**src/rtl/status_flags_if.sv**
```systemverilog
// Bundle of ALU-result inputs and flag outputs between an ALU and status_flags_unit.
// valid is a one-cycle qualifier with no ready: the unit accepts every cycle valid=1 unconditionally.
interface status_flags_if #(
    parameter int WIDTH = 8,
    parameter int CNT_W = 4
);
    logic             valid;
    logic [WIDTH-1:0] result;
    logic             cout;
    logic             borrow;
    logic             mult_ovf;
    logic             div_error;
    logic [2:0]       op;
    logic             sticky_clr;
    logic             irq_ack;

    logic             overflow;
    logic             zero;
    logic             negative;
    logic             error;
    logic             s_overflow;
    logic             s_error;
    logic [CNT_W-1:0] ovf_count;
    logic             irq;
    logic             flags_valid;
    logic             fsm_state;   // debug view of the interrupt FSM (1 = ALERT)

    modport master (
        output valid, result, cout, borrow, mult_ovf, div_error, op, sticky_clr, irq_ack,
        input  overflow, zero, negative, error, s_overflow, s_error, ovf_count, irq,
               flags_valid, fsm_state
    );

    modport slave (
        input  valid, result, cout, borrow, mult_ovf, div_error, op, sticky_clr, irq_ack,
        output overflow, zero, negative, error, s_overflow, s_error, ovf_count, irq,
               flags_valid, fsm_state
    );
endinterface

```
**src/rtl/status_flags_unit.sv**
```systemverilog
// Registers ALU status flags, keeps sticky flags plus a saturating overflow counter,
// and raises a level interrupt on overflow/error until acknowledged.
module status_flags_unit #(
    parameter int WIDTH = 8,
    parameter int CNT_W = 4
) (
    input  logic         clk,
    input  logic         rst_n,
    status_flags_if.slave bus
);
    typedef enum logic {IDLE = 1'b0, ALERT = 1'b1} irq_state_t;

    localparam logic [2:0]       OP_ADD  = 3'b000;
    localparam logic [2:0]       OP_SUB  = 3'b001;
    localparam logic [2:0]       OP_MUL  = 3'b101;
    localparam logic [CNT_W-1:0] CNT_MAX = '1;

    logic             raw_ovf, raw_zero, raw_neg, raw_err;
    logic             ev_ovf, ev_err, ev_any;
    logic             overflow_q, zero_q, negative_q, error_q;
    logic             s_overflow_q, s_error_q, flags_valid_q;
    logic [CNT_W-1:0] ovf_count_q;
    irq_state_t       state_q, state_d;

    always_comb begin
        raw_ovf  = ((bus.op == OP_ADD) && bus.cout)   ||
                   ((bus.op == OP_SUB) && bus.borrow) ||
                   ((bus.op == OP_MUL) && bus.mult_ovf);
        raw_zero = (bus.result == '0);
        raw_neg  = bus.result[WIDTH-1];
        raw_err  = bus.div_error;
        ev_ovf   = bus.valid && raw_ovf;
        ev_err   = bus.valid && raw_err;
        ev_any   = ev_ovf || ev_err;
    end

    always_ff @(posedge clk) begin
        if (!rst_n) begin
            overflow_q    <= 1'b0;
            zero_q        <= 1'b0;
            negative_q    <= 1'b0;
            error_q       <= 1'b0;
            flags_valid_q <= 1'b0;
        end else begin
            flags_valid_q <= bus.valid;
            if (bus.valid) begin
                overflow_q <= raw_ovf;
                zero_q     <= raw_zero;
                negative_q <= raw_neg;
                error_q    <= raw_err;
            end
        end
    end

    // A clear drops the old contents but still records an event arriving with it.
    always_ff @(posedge clk) begin
        if (!rst_n) begin
            s_overflow_q <= 1'b0;
            s_error_q    <= 1'b0;
            ovf_count_q  <= '0;
        end else if (bus.sticky_clr) begin
            s_overflow_q <= ev_ovf;
            s_error_q    <= ev_err;
            ovf_count_q  <= ev_ovf ? CNT_W'(1) : '0;
        end else begin
            if (ev_ovf) s_overflow_q <= 1'b1;
            if (ev_err) s_error_q    <= 1'b1;
            if (ev_ovf && (ovf_count_q != CNT_MAX))
                ovf_count_q <= ovf_count_q + CNT_W'(1);
        end
    end

    always_ff @(posedge clk) begin
        if (!rst_n) state_q <= IDLE;
        else        state_q <= state_d;
    end

    always_comb begin
        state_d = state_q;
        case (state_q)
            IDLE:    if (ev_any) state_d = ALERT;
            ALERT:   if (bus.irq_ack && !ev_any) state_d = IDLE;
            default: state_d = IDLE;
        endcase
    end

    assign bus.overflow    = overflow_q;
    assign bus.zero        = zero_q;
    assign bus.negative    = negative_q;
    assign bus.error       = error_q;
    assign bus.s_overflow  = s_overflow_q;
    assign bus.s_error     = s_error_q;
    assign bus.ovf_count   = ovf_count_q;
    assign bus.flags_valid = flags_valid_q;
    assign bus.irq         = (state_q == ALERT);
    assign bus.fsm_state   = state_q;
endmodule

```
**src/flat_wrapper.sv**
```systemverilog
// flat-port wrapper written by rule: the top's interface ports become plain ports
module status_flags_unit_flat 
#(
    parameter int WIDTH = 8,
    parameter int CNT_W = 4
)
  (clk, rst_n, bus_valid, bus_result, bus_cout, bus_borrow, bus_mult_ovf, bus_div_error, bus_op, bus_sticky_clr, bus_irq_ack, bus_overflow, bus_zero, bus_negative, bus_error, bus_s_overflow, bus_s_error, bus_ovf_count, bus_irq, bus_flags_valid, bus_fsm_state);
  status_flags_if #(.WIDTH(WIDTH), .CNT_W(CNT_W)) bus_i ();
  input  logic clk;
  input  logic rst_n;
  input wire logic [$bits(bus_i.valid)-1:0] bus_valid;
  input wire logic [$bits(bus_i.result)-1:0] bus_result;
  input wire logic [$bits(bus_i.cout)-1:0] bus_cout;
  input wire logic [$bits(bus_i.borrow)-1:0] bus_borrow;
  input wire logic [$bits(bus_i.mult_ovf)-1:0] bus_mult_ovf;
  input wire logic [$bits(bus_i.div_error)-1:0] bus_div_error;
  input wire logic [$bits(bus_i.op)-1:0] bus_op;
  input wire logic [$bits(bus_i.sticky_clr)-1:0] bus_sticky_clr;
  input wire logic [$bits(bus_i.irq_ack)-1:0] bus_irq_ack;
  output wire logic [$bits(bus_i.overflow)-1:0] bus_overflow;
  output wire logic [$bits(bus_i.zero)-1:0] bus_zero;
  output wire logic [$bits(bus_i.negative)-1:0] bus_negative;
  output wire logic [$bits(bus_i.error)-1:0] bus_error;
  output wire logic [$bits(bus_i.s_overflow)-1:0] bus_s_overflow;
  output wire logic [$bits(bus_i.s_error)-1:0] bus_s_error;
  output wire logic [$bits(bus_i.ovf_count)-1:0] bus_ovf_count;
  output wire logic [$bits(bus_i.irq)-1:0] bus_irq;
  output wire logic [$bits(bus_i.flags_valid)-1:0] bus_flags_valid;
  output wire logic [$bits(bus_i.fsm_state)-1:0] bus_fsm_state;
  assign bus_i.valid = bus_valid;
  assign bus_i.result = bus_result;
  assign bus_i.cout = bus_cout;
  assign bus_i.borrow = bus_borrow;
  assign bus_i.mult_ovf = bus_mult_ovf;
  assign bus_i.div_error = bus_div_error;
  assign bus_i.op = bus_op;
  assign bus_i.sticky_clr = bus_sticky_clr;
  assign bus_i.irq_ack = bus_irq_ack;
  assign bus_overflow = bus_i.overflow;
  assign bus_zero = bus_i.zero;
  assign bus_negative = bus_i.negative;
  assign bus_error = bus_i.error;
  assign bus_s_overflow = bus_i.s_overflow;
  assign bus_s_error = bus_i.s_error;
  assign bus_ovf_count = bus_i.ovf_count;
  assign bus_irq = bus_i.irq;
  assign bus_flags_valid = bus_i.flags_valid;
  assign bus_fsm_state = bus_i.fsm_state;
  status_flags_unit #(.WIDTH(WIDTH), .CNT_W(CNT_W)) u_core (.clk(clk), .rst_n(rst_n), .bus(bus_i));
endmodule
```
**config.mk**
```make
export PLATFORM = sky130hd
export DESIGN_NAME = status_flags_unit_flat
export DESIGN_NICKNAME = d
export VERILOG_FILES = /design/src/rtl/status_flags_if.sv /design/src/rtl/status_flags_unit.sv /design/src/flat_wrapper.sv
export SDC_FILE = /design/constraint.sdc
export NUM_CORES = 1
export LEC_CHECK = 0
export ABC_AREA = 1
export CAP_MARGIN = 20
export CORE_UTILIZATION = 42
export CTS_BUF_LIST = sky130_fd_sc_hd__clkbuf_8
export DETAILED_ROUTE_END_ITERATION = 7
export PLACE_DENSITY = 0.86
export SYNTH_ARGS = -nofsm -noshare
export SYNTH_HDL_FRONTEND = slang
export SYNTH_SLANG_ARGS = --single-unit
```
**constraint.sdc**
```tcl
create_clock -name clk -period 2.2 [get_ports clk]
set_input_delay 0.22 -clock clk [delete_from_list [all_inputs] [get_ports clk]]
set_output_delay 0.22 -clock clk [all_outputs]
set_load 0.01 [all_outputs]
```
==> results_dict.tcl <==
set metrics [dict create \
    critical_path_buf_inv_count 1 \
    holdBufCountCts 0 \
    start_util_pct 45.6 \
    most_common_cell_after_layout_fill_and_taps_aside "clkdlybuf4s50_1" \
    synth_top_cell_by_area "dfxtp_1" \
    synth_cells 86 \
    chipWidth_um 39.6 \
    final_period_minus_worst_setup_slack_ns 1.48 \
    drc 2 \
    cts_tree "built" \
    worstSetupEndpointType "primary output" \
    synth-seq-area-share_pct 40.5 \
    cts.reportedPaths.clkPinSlew_ns 0.06 \
    cts.repair.resized 0 \
    critPathSlowestCell "clkdlybuf4s50_1" \
    share_of_layout_cells_above_drive_strength_1_pct 7.44 \
    critPathMaxStageDelay_ns 0.60 \
    dp_worst_setup_slack_ns 0.706 \
    placedInstanceArea_sq_um 925 \
    gp_congestion 0.835 \
    route.final.wire_length_mm 1.67 \
    slew_headroom_pct 82.5 \
    design.portCount 33 \
    yosysTopAreaCellShare_pct 40.5 \
    avg_synthesized_cell_area_sq_um 6.90 \
    tritoncts.num_buffers 3 \
    min_period_over_period_pct 67.3 \
    antennaDiodeCount 0 \
    antenna_violating_nets_left 0 \
    critical_path_class "register to primary output" \
    worst_slew_pin_slew_ns 0.260 \
    postCtsSetupBuffers 0 \
    worstPathArrival_ns 1.26 \
    drt-vias-per-instance 5.03 \
    route.vias.total 684 \
    data_required_time_of_the_critical_path_ns 1.98 \
    max_fo_critical_path 6 \
    cts_num_sinks 12 \
    worst_skew_ns 0.000955 \
    maximum_number_of_pins_on_one_net_before_global_route_repair 8 \
    clock_latency_reported_for_the_late_side_of_the_worst_skew_pair_ns 0.24 \
    setup_ws_ns 0.720 \
    fp.dieArea_sq_mm 0.00157 \
    stdcell_area_sq_um 980 \
    routed_wire_length_per_instance_um 12.3 \
    critPathLaunchType "register" \
    detail_route.iter0.violations 17 \
    critical_path.top_delay_family "buffers and inverters" \
    layout.cells.most_common_list "clkdlybuf4s50_1 (32), nand2_1 (22), inv_1 (15)" \
    violations_in_the_final_reports "design-rule violations" \
    layoutNonFillerInstCount 136 \
    run_status "complete, but fails checks" \
    cts.htree.levels 1 \
    port_buffers 32 \
    total_leakage_power_nw 0.445 \
    cts_max_path_buffers 2 \
    syn2layout_area_growth_pct 65.2 \
    setup_viol_count_final 0 \
    synth_area_leaders "dfxtp_1 (41%), nand2_1 (14%), inv_1 (9.5%)" \
    post_synth_instance_area_sq_um 593 \
    post-place-cells 132 \
    peakVddDrop_uv 421 \
    globalRouteTotalUtil_pct 25.6 \
    global_route.overflow_total 0 \
    yosysUniqueCellTypes 18 \
    row_count 13 \
    clock-root-buffer "clkbuf_8" \
    holdCritPathClass "register to register" \
    die_y_um 39.6 \
    drt-pass1-iter-count 6 \
    cp_cell_sequence "clkdlybuf4s50_1" \
    post_synthesis_register_bit_count 12 \
    mappedNetlistNets 107 \
    finalNetCount 143 \
    timing_max_transition_violations_final 0 \
    rsz0062_at_grt "no" \
    max-cap-violations 0 \
    tns_ns 0 \
    core_area_sq_mm 0.00130 \
    maxClockFrequency_mhz 676 \
    timing.final.hold_violations 0 \
    dp_hpwl_mm 1.21 \
    cellPowerDensity_mw_per_mm2 588 \
    wire_length_of_the_first_global_routing_pass_mm 2.67 \
    yosysWarningCount 0 \
    grt_antenna_before_repair 0 \
    first_global_vias 619 \
]
## worst paths after layout
kind / start / to / slack (ns) / cells after the start
worst max-delay path: u_core.bus.ovf_count[0] / bus_ovf_count[0] / 0.72 / 1
worst min register to register: u_core.bus.s_overflow / u_core.bus.s_overflow / 0.47 / 2
worst min-delay path: u_core.bus.s_overflow / u_core.bus.s_overflow / 0.47 / 2
worst max register to register: u_core.bus.ovf_count[0] / u_core.bus.ovf_count[1] / 0.98 / 6
## power by group
| part | switching (mW) | total, mW | internal, mW |
|---|---|---|---|
| registers | 0.00670 | 0.234 | 0.227 |
| clock network | 0.0832 | 0.241 | 0.158 |
| logic | 0.0422 | 0.101 | 0.0586 |
## sequential cells by signal (all words and copies together), names as in the netlist
register,flops
u_core.bus.zero,1
u_core.bus.s_overflow,1
u_core.bus.negative,1
u_core.bus.error,1
u_core.bus.fsm_state,1
u_core.bus.overflow,1
u_core.bus.s_error,1
u_core.bus.flags_valid,1
u_core.bus.ovf_count,4
## through the flow
| step | hold WS (ns) | util [%] | power (mW) |
|---|---|---|---|
| floorplan | 0.313 | - | 0.274 |
| global placement | 0.452 | 71.1 | 0.335 |
| detailed placement | 0.459 | 71.1 | 0.337 |
| CTS | 0.471 | 75.3 | 0.577 |
| global route | 0.501 | 75.3 | 0.605 |
| finish | 0.473 | 75.3 | 0.576 |
## synthesized netlist by cell type
library cell	number
dfxtp_1	12
nor2_1	9
nand4_2	1
nand3_1	8
a31oi_1	1
nand2_1	22
buf_4	1
ha_1	1
inv_1	15
nand4_1	2
nor2_2	2
o21ai_1	1
nand3b_1	1
nand3_2	1
nor4_1	2
o21ai_0	4
nor2_4	1
a21oi_1	2
## logic make-up (layout without fill, tap and decap cells)
kind of cell	after synthesis	count (layout)	share of synthesized area, %
AOI/OAI and AO/OA	8	8	6.96
adders and majority gates	1	1	2.11
buffers and inverters	16	51	10.8
DFF	12	12	40.5
and+or+nand+nor	49	49	39.7
## metal layers
metal / track usage [%] / up-vias / routed length [um]
li1: - / 344 / -
met1: 31.6 / 317 / 749
met2: 41.8 / 21 / 804
met3: 6.25 / 2 / 97
met4: 10.3 / 0 / 21
met5: 0 / - / 0
## layout make-up
class	count	area (sq um)
clock buffers	4	55.1
fillers	111	322
well taps	15	18.8
repair buffers	32	320
inverters	15	56.3
flip-flops and latches	12	240
multi-input cells	58	289
No activity file was read; power rests on OpenSTA's default activity.
